### config.mk
export PLATFORM = sky130hd
export DESIGN_NAME = addsub_fu
export DESIGN_NICKNAME = d
export VERILOG_FILES = /design/src/rtl/addsub_fu.sv
export SDC_FILE = /design/constraint.sdc
export NUM_CORES = 1
export LEC_CHECK = 0
export ABC_CLOCK_PERIOD_IN_PS = 5880
export CAP_MARGIN = 20
export CORE_UTILIZATION = 30
export DETAILED_ROUTE_END_ITERATION = 8
export GPL_TIMING_DRIVEN = 0
export PLACE_DENSITY = 0.57
export SYNTH_ARGS = -nofsm -noshare
export SYNTH_HDL_FRONTEND = slang
export SYNTH_SLANG_ARGS = --single-unit
### constraint.sdc
create_clock -name CLK -period 5.88 [get_ports CLK]
set_clock_uncertainty 0.15 [all_clocks]
set_input_delay 1.764 -clock CLK [delete_from_list [all_inputs] [get_ports CLK]]
set_output_delay 1.764 -clock CLK [all_outputs]
set_load 0.05 [all_outputs]
### src/rtl/addsub_fu.sv
// addsub_fu: non-pipelined add/subtract functional unit sitting behind the
// add/sub reservation station. It captures one operation through the
// despacho/confirma handshake, computes the result over a fixed number of
// execute cycles, then requests the common data bus and broadcasts
// {tag, result} in the cycle the arbiter grants it.
module addsub_fu #(
    parameter int LATENCY = 2,   // execute cycles from capture to first cdb_req (1..7)
    parameter int DW      = 16   // operand/result width
) (
    input  logic          CLK,
    input  logic          CLR,        // asynchronous, active-low
    input  logic          despacho,
    input  logic [DW-1:0] Valor1,
    input  logic [DW-1:0] Valor2,
    input  logic [2:0]    OP,
    input  logic [2:0]    ID_in,
    output logic          confirma,
    output logic          busy,
    output logic          cdb_req,
    input  logic          cdb_grant,
    output logic [DW+2:0] CDB,
    output logic          err
);

    // Counter preload: the capture edge already accounts for one execute
    // cycle, so EXEC only needs LATENCY-1 further decrements before finishing.
    localparam logic [2:0] CNT_INIT = 3'(LATENCY - 1);
    localparam logic [2:0] OP_SUB   = 3'b001;
    localparam logic [2:0] TAG_NONE = 3'b000;

    typedef enum logic [1:0] {
        S_IDLE     = 2'd0,
        S_EXEC     = 2'd1,
        S_WAIT_CDB = 2'd2
    } state_t;

    state_t        state_q, state_d;
    logic [DW-1:0] opa_q, opa_d;
    logic [DW-1:0] opb_q, opb_d;
    logic [2:0]    op_q, op_d;
    logic [2:0]    tag_q, tag_d;
    logic [DW-1:0] result_q, result_d;
    logic [2:0]    cnt_q, cnt_d;
    logic          confirma_q, confirma_d;
    logic          err_q, err_d;
    logic          busy_q, busy_d;
    logic          cdb_req_q, cdb_req_d;

    logic [DW-1:0] alu_result;
    logic          bcast;
    logic [DW+2:0] bus_word;

    // ALU: works only on the latched operand copies, so the RS is free to
    // change its operand lines once confirma has been seen.
    always_comb begin
        if (op_q == OP_SUB) begin
            alu_result = opa_q - opb_q;
        end else begin
            alu_result = opa_q + opb_q;
        end
    end

    // Next-state and registered-output logic for the IDLE/EXEC/WAIT_CDB FSM.
    always_comb begin
        state_d    = state_q;
        opa_d      = opa_q;
        opb_d      = opb_q;
        op_d       = op_q;
        tag_d      = tag_q;
        result_d   = result_q;
        cnt_d      = cnt_q;
        cdb_req_d  = cdb_req_q;
        confirma_d = 1'b0;
        err_d      = 1'b0;

        case (state_q)
            S_IDLE: begin
                if (despacho) begin
                    // Both a good and a reserved-tag dispatch are acknowledged
                    // so the RS never stalls on a malformed entry.
                    confirma_d = 1'b1;
                    if (ID_in == TAG_NONE) begin
                        err_d = 1'b1;
                    end else begin
                        opa_d   = Valor1;
                        opb_d   = Valor2;
                        op_d    = OP;
                        tag_d   = ID_in;
                        cnt_d   = CNT_INIT;
                        state_d = S_EXEC;
                    end
                end
            end

            S_EXEC: begin
                if (cnt_q == 3'd0) begin
                    result_d  = alu_result;
                    cdb_req_d = 1'b1;
                    state_d   = S_WAIT_CDB;
                end else begin
                    cnt_d = cnt_q - 3'd1;
                end
            end

            S_WAIT_CDB: begin
                // The broadcast happens combinationally during the granted
                // cycle; this edge just retires the operation.
                if (cdb_grant) begin
                    cdb_req_d = 1'b0;
                    state_d   = S_IDLE;
                end
            end

            default: begin
                cdb_req_d = 1'b0;
                state_d   = S_IDLE;
            end
        endcase

        busy_d = (state_d != S_IDLE);
    end

    // State and datapath registers; CLR wipes everything, including any
    // operation in flight, so no broadcast follows a mid-operation reset.
    always_ff @(posedge CLK or negedge CLR) begin
        if (!CLR) begin
            state_q    <= S_IDLE;
            opa_q      <= '0;
            opb_q      <= '0;
            op_q       <= '0;
            tag_q      <= '0;
            result_q   <= '0;
            cnt_q      <= '0;
            confirma_q <= 1'b0;
            err_q      <= 1'b0;
            busy_q     <= 1'b0;
            cdb_req_q  <= 1'b0;
        end else begin
            state_q    <= state_d;
            opa_q      <= opa_d;
            opb_q      <= opb_d;
            op_q       <= op_d;
            tag_q      <= tag_d;
            result_q   <= result_d;
            cnt_q      <= cnt_d;
            confirma_q <= confirma_d;
            err_q      <= err_d;
            busy_q     <= busy_d;
            cdb_req_q  <= cdb_req_d;
        end
    end

    // A grant only counts while this unit is actually requesting; a stray
    // grant at any other time leaves the bus at zero.
    assign bcast    = cdb_req_q & cdb_grant & (state_q == S_WAIT_CDB);
    assign bus_word = {tag_q, result_q};

    // Per-bit AND gating keeps the bus all-zero whenever we are not driving it.
    generate
        for (genvar gi = 0; gi < DW + 3; gi++) begin : g_cdb_gate
            assign CDB[gi] = bus_word[gi] & bcast;
        end
    endgenerate

    assign confirma = confirma_q;
    assign err      = err_q;
    assign busy     = busy_q;
    assign cdb_req  = cdb_req_q;

endmodule
* Yosys cells after proc, flatten, opt, wreduce, memory -nomap -nowiden
Cells that the tools add are included.
Cells by class: add/sub/neg operators 3, equal/unequal tests 8, mux-type cells 18, bitwise operators 23, reduce and logical (&&, ||, !) cells 9
Operators by type and width (number):
- AND 1 bit | 21
- adder 16 bit | 1
- two-way mux 16 bit | 1
- subtractor 16 bit | 1
- != test 2 bit, second input constant | 5
- two-way mux 3 bit | 3
- two-way mux 2 bit | 4
- two-way mux 1 bit | 7
- logical NOT 3 bit | 2
- one-hot mux 2 bit (3 select lines) | 1
- one-hot mux 3 bit (2 select lines) | 1
- AND reduction 3 bit | 2
- AND reduction 4 bit | 1
- nonzero test 2 bit | 2
- == test 3 x 1 -> 1 bit, second input constant | 1
- one-hot mux 1 bit (3 select lines) | 1
- subtractor 3 x 1 -> 3 bit, second input constant | 1
- == test 2 x 1 -> 1 bit, second input constant | 1
- == test 2 bit, second input constant | 1
- logical NOT 2 bit | 1
- inverter 1 bit | 2
- AND reduction 2 bit | 1
Word-level totals: bits in registers 63, input port bits 42, output and inout port bits 23, logic and storage cells 72

* Longest topological paths before layout
Gate-level depths: netlist of run 1.
word-level depth 5, mapped depth 14, depth with buffers taken out 13

* Least setup slack after synthesis of run 1
No wires, ideal clock.
kind input-to-output, start input port cdb_grant, end output port CDB[10], arrival time 2.793 ns, required time 3.966 ns, path slack 1.173 ns, stages on the path 4, buffers on the path 2, path through and4b_1 -> clkbuf_1 -> clkbuf_1 -> and2_1
On the way: longest elaborated chain between the ends 3
Ends and longest elaborated chain:
- start: declaration | line 20 | input logic cdb_grant,
- AND 1 bit (2 in series) | line 155 | assign bcast = cdb_req_q & cdb_grant & (state_q == S_WAIT_CDB);
- AND 1 bit | line 161 | assign CDB[gi] = bus_word[gi] & bcast;
- end: declaration | line 21 | output logic [DW+2:0] CDB,
No other way between the ends.

* Worst setup path after layout of run 1
start input port cdb_grant, end output port CDB[4]
Same word-level chain as after synthesis.

==> results of run 1 <==
final timing paths:
| check | end | slack [ns] | depth (start not counted) |
|---|---|---|---|
| max | CDB[4] | 0.26 | 5 |
| min | result_q[2] | 0.31 | 2 |
| max reg2reg | result_q[15] | 2.60 | 12 |
| min reg2reg | result_q[2] | 0.31 | 2 |
| max in group asynchronous | cnt_q[0] | 3.69 | 1 |
| min in group asynchronous | result_q[13] | 1.36 | 1 |
routing by layer:
metal | track usage | share of wire | routed length, um | up-vias
met5 | 0 | 0 | 0 | -
met1 | 0.184 | 0.49 | 3940 | 1333
met2 | 0.230 | 0.45 | 3680 | 52
met4 | 0.0693 | 0.021 | 169 | 0
li1 | - | - | - | 1540
met3 | 0.0302 | 0.038 | 304 | 13
final cells by class:
class                      count  area (um^2)
inverter                       8         30.0
clock buffer                  13          270
clock inverter                 3         40.0
buffer                        14         52.6
sequential                    63         1580
tap                          143          179
timing repair buffer          65          631
multi-input combinational    327         1870
fill                        1190         6770
synthesized netlist by cell type (6+ instances only):
cell | instances | share of area
and2_1 | 21 | 0.037
nand3_1 | 6 | 0.0085
xnor2_1 | 18 | 0.045
o21ai_0 | 27 | 0.038
nand2_1 | 135 | 0.14
inv_1 | 8 | 0.0085
clkbuf_1 | 13 | 0.014
nor3_1 | 6 | 0.0085
dfrtp_1 | 63 | 0.45
xor2_1 | 6 | 0.015
nor2_1 | 17 | 0.018
a21oi_1 | 21 | 0.030
nand2b_1 | 6 | 0.011
ha_1 | 18 | 0.064
state kept, by name, summed over array words and instances, names as in the netlist, 2 cells and up:
name      cells
opa_q        16
opb_q        16
result_q     16
cnt_q         3
op_q          3
tag_q         3
state_q       2
cell usage in the layout, fill, tap and decap left out, types with 2 or more instances in the layout:
master and n:
clkinv_2 2, inv_1 8, xnor2_1 18, nand2b_1 6
a31oi_1 2, clkbuf_8 3, dfrtp_1 63, ha_1 18
o211ai_1 2, o21a_1 3, nor2_1 17, a21oi_1 21
clkbuf_1 13, a21o_1 4, or4_1 2, nand3_1 6
buf_1 2, a211oi_1 3, o31ai_1 3, nor2b_1 2
o2111ai_1 3, dlygate4sd2_1 10, o21ai_0 27, clkbuf_16 9
xor2_1 6, nand2_1 135, clkdlybuf4s50_1 53, and2_1 21
nor3_1 6
report_power, final:
group	internal [W]	leakage [nW]	switching, W	total, W
Combinational	0.000702	1.24	0.00100	0.00171
Sequential	0.000641	0.782	0.000155	0.000796
Clock	0.000361	0.156	0.000181	0.000542
logic make-up after synthesis:
group	synth area share
multiplexers	0.00603
XOR/XNOR	0.0596
flip-flops	0.447
AO/OA/AOI/OAI	0.127
buffers and inverters	0.0245
AND/OR/NAND/NOR	0.267
adder cells (fa/ha/maj)	0.0695
metrics by stage:
stage	area [um^2]	hold WS, ns
after floorplan	3530	0.287
after global placement	4350	0.305
after detailed placement	4350	0.311
after CTS	4640	0.324
after global routing	4650	0.344
final	4650	0.315
worst max-delay path: cells and delay by family:
kind | cells | cell delay, ns
buffers and inverters | 3 | 1.31
and+or+nand+nor | 2 | 0.63
timing repair:
| item | CTS | global route |
|---|---|---|
| setup endpoints to repair | 10 | 0 |
| endpoints found under the hold margin | 0 | 0 |
| hold buffers | 0 | 0 |
| gates resized for setup | 10 | 0 |
==> impl_metrics.yaml, run 1 <==
cells_and_area:
  syn2layout_area_growth_pct: 31.6
  finalCoreUtilization: 0.407
  fin_cells: 636
  drive_above_1_share: 0.0446
  n_antenna_cell: 0
  finalNetCount: 549
worst_hold_path:
  min-delay-path-class: "register to register"
  min-delay-start: "result_q[2]"
global_route:
  grt_max_degree: 64
  first_global_vias: 2958
  track_usage: 0.144
  overflow: 0
  antenna_found_initial: 0
  grt_first_pass_wirelength_um: 13800
floorplan:
  core_area_mm2: 0.0114
  initial_utilization: 0.309
  die_width_um: 110
  rows: 39
  ios: 65
  chipHeight_um: 110
  dieArea_mm2: 0.0122
clocking:
  cts_buffer_depth: 2
  tritoncts: "done"
  cts_buffers: 9
  cts_sinks: 63
  clk_latency_ns: 0.33
  cts_setup_buffers: 0
  htreeDepth: 3
  cts-root-buf: "clkbuf_16"
  clkTransAtPathRegs_ns: 0.05
route:
  drtIter0Drc: 84
  wirelength_um: 8090
  num_vias: 2938
  vias_per_cell: 4.62
  postRouteAntennaNets: 0
  drt_pre_antenna_iters: 4
  drc: 0
  wl_per_cell_um: 12.7
timing:
  layout_min_cycle_time_ns: 5.62
  worst_slack_ns: 0.257
  fin_crit_sh: 0.956
  tightest_slew_ns: 0.789
  grt_setup_unrepaired: "no"
  max_freq_mhz: 178
  finalSetupTns_ns: 0
  hold_viol: 0
  drv_slew: 0
  setup_viol: 0
  slew_headroom: 0.474
logic_synthesis:
  synth_cell_types: 46
  syn_area_per_cell_um2: 8.55
  yosysSeqAreaShare: 0.447
  ys_async_sr_fraction: 1.00
  yosysWarningCount: 0
  netlist_instances: 413
  synth_nets: 474
  synth-edff-count: 0
  synth-seq-cells: 63
  netlist_area_mm2: 0.00353
  ys.flop_type: "dfrtp_1"
worst_setup_path:
  worstSetupEndpointType: "output port"
  required_ns: 3.97
  slowest_stage: "dlygate4sd2_1"
  cp_max_fo: 10
  crit_path_start: "cdb_grant"
  worstSetupPathType: "primary input to output port"
  arrival_ns: 3.71
  startpoint_type: "primary input"
  cp_slowest_stage_delay_ns: 0.52
  path_cells: "clkdlybuf4s50_1 -> and4b_1 -> clkbuf_1 -> and2_1 -> dlygate4sd2_1"
  r2r_start: "opb_q[9]"
pwr:
  p_total_w: 0.00304
  ir_drop_uv: 189
  total_leakage_power_nw: 2.18
  p_per_area_mw_per_mm2: 655
placed_design:
  io_buffer_count: 64
  dp_worst_setup_slack_ns: -0.185
  dpl.cell_count: 620
  place.gp.congestion: 0.792
  hpwl_um: 6340
outcome:
  status: "finished clean"
job:
  maxCapViolCount: 0
Power figures use the tool's default switching activity.
==> run 2: changes to the inputs <==
--- a/config.mk
+++ b/config.mk
@@ -7,10 +7,11 @@
 export LEC_CHECK = 0
 export ABC_CLOCK_PERIOD_IN_PS = 5880
 export CAP_MARGIN = 20
-export CORE_UTILIZATION = 30
+export CORE_UTILIZATION = 56
+export CTS_CLUSTER_SIZE = 24
 export DETAILED_ROUTE_END_ITERATION = 8
 export GPL_TIMING_DRIVEN = 0
-export PLACE_DENSITY = 0.57
+export PLACE_DENSITY = 0.91
 export SYNTH_ARGS = -nofsm -noshare
 export SYNTH_HDL_FRONTEND = slang
 export SYNTH_SLANG_ARGS = --single-unit
==> impl_metrics.yaml, run 2 (synthesis gave the netlist of run 1 again) <==
outcome:
  status: "finished clean"
worst_hold_path:
  min_to: "result_q[13]"
  hold_depth: 2
  min-delay-path-class: "register to register"
  min-delay-start: "result_q[13]"
cells_and_area:
  n_antenna_cell: 0
  final_cell_area_mm2: 0.00445
  fin_cells: 570
  drive_above_1_share: 0.0444
  final_cell_mix: "135 x nand2_1, 63 x dfrtp_1, 53 x clkdlybuf4s50_1, 27 x o21ai_0"
  final-seq-area_mm2: 0.00158
  fill_cells: 428
  biggestRegsByFlops: "opa_q: 16 flops, opb_q: 16 flops, result_q: 16 flops"
  finalCoreUtilization: 0.742
  multi_input_area_mm2: 0.00187
  final_common_cell: "nand2_1"
  finalNetCount: 551
  syn2layout_area_growth_pct: 26.0
pwr:
  p_per_area_mw_per_mm2: 655
  total_leakage_power_nw: 2.13
  p_sw_w: 0.00139
  p_total_w: 0.00292
  power.internal_w: 0.00152
  ir_drop_uv: 315
  seq_power_share: 0.277
  combPwrFrac: 0.607
  clkPwrFrac: 0.116
  switching_share: 0.477
route:
  num_vias: 3231
  drt_pre_antenna_iters: 6
  drc: 0
  vias_per_cell: 5.67
  wirelength_um: 8470
  postRouteAntennaNets: 0
  wl_per_cell_um: 14.9
  drtIter0Drc: 263
placed_design:
  place.gp.congestion: 0.824
  io_buffer_count: 64
  hpwl_um: 6300
  dpl.cell_count: 553
  dpl_cell_area_mm2: 0.00428
global_route:
  grt_max_degree: 35
  grt_first_pass_wirelength_um: 14200
  track_usage: 0.289
  first_global_vias: 3139
  overflow: 0
  antenna_found_initial: 0
clocking:
  clkTransAtPathRegs_ns: 0.07
  tritoncts: "done"
  cts_sinks: 63
  cts_buffer_depth: 2
  cts_buffers: 9
  cts-root-buf: "clkbuf_8"
  htreeDepth: 3
  clk_latency_ns: 0.34
  cts_setup_buffers: 0
timing:
  tightest_slew_ns: 0.663
  layout_min_cycle_time_ns: 5.70
  fin_crit_sh: 0.969
  max_freq_mhz: 175
  drv_slew: 0
  setup_viol: 0
  slew_headroom: 0.558
  hold_viol: 0
  fin_hold_ws_ns: 0.323
  grt_setup_unrepaired: "no"
worst_setup_path:
  r2r_end: "result_q[15]"
  worstSetupPathType: "primary input to output port"
  r2r_setup_slack_ns: 2.52
  cp_max_fo: 10
  required_ns: 3.97
  r2r_start: "op_q[1]"
  startpoint_type: "primary input"
  worstSetupEndpointType: "output port"
  arrival_ns: 3.79
  r2r_cells: 13
floorplan:
  dieArea_mm2: 0.00662
  initial_utilization: 0.589
  rows: 28
  ios: 65
  core_area_mm2: 0.00599
  chipHeight_um: 81.4
  die_width_um: 81.4
job:
  maxCapViolCount: 0
==> run 2: area by class of cell <==
type	count	area share
clock buffers	13	0.0357
plain buffers	15	0.0127
well taps	75	0.0211
inverters	8	0.00675
clock inverters	3	0.00394
repair buffers	66	0.146
multi-input cells	327	0.420
flip-flops and latches	63	0.354
==> run 2: repair_timing <==
action / in CTS / in global routing
endpoints found under the setup margin: 10 / 0
hold buffers: 0 / 0
gates resized for setup: 10 / 0
==> run 2: power groups by stage <==
stage / Combinational (W) / Clock, W / Sequential [W]
after floorplan: 0.00129 / 0 / 0.000794
after global placement: 0.00161 / 0 / 0.000788
after detailed placement: 0.00171 / 0 / 0.000805
after CTS: 0.00174 / 0.000336 / 0.000801
after global routing: 0.00196 / 0.000360 / 0.000830
final: 0.00177 / 0.000338 / 0.000809
==> run 2: critical path, cell delays in order <==
cell             delay, ns
clkdlybuf4s50_1       0.50
and4b_1               0.20
clkbuf_1              0.33
and2_1                0.19
clkdlybuf4s50_1       0.80
==> run 2: how the worst max path moves through the flow <==
stage               endpoint       from  depth (start not counted)  slack [ns]
floorplan            CDB[10]  cdb_grant                          4        1.17
global placement      CDB[3]  cdb_grant                          6       -0.06
detailed placement    CDB[3]  cdb_grant                          6       -0.09
CTS                  CDB[18]  cdb_grant                          5        0.15
global route          CDB[8]  cdb_grant                          6        0.06
finish               CDB[16]  cdb_grant                          5        0.18
==> run 2: routing by layer <==
layer | global-route usage | vias to the layer above | wire length, um
met2 | 0.487 | 155 | 4270
met1 | 0.347 | 1497 | 3440
li1 | - | 1544 | -
met4 | 0.177 | 0 | 303
met5 | 0 | - | 0
met3 | 0.0416 | 35 | 457
==> run 2: metrics by stage <==
stage	TNS (ns)	setup WS, ns
finish	0	0.180
global route	0	0.0643
CTS	0	0.154
detailed placement	-0.839	-0.0853
global placement	-0.585	-0.0600
floorplan	0	1.17
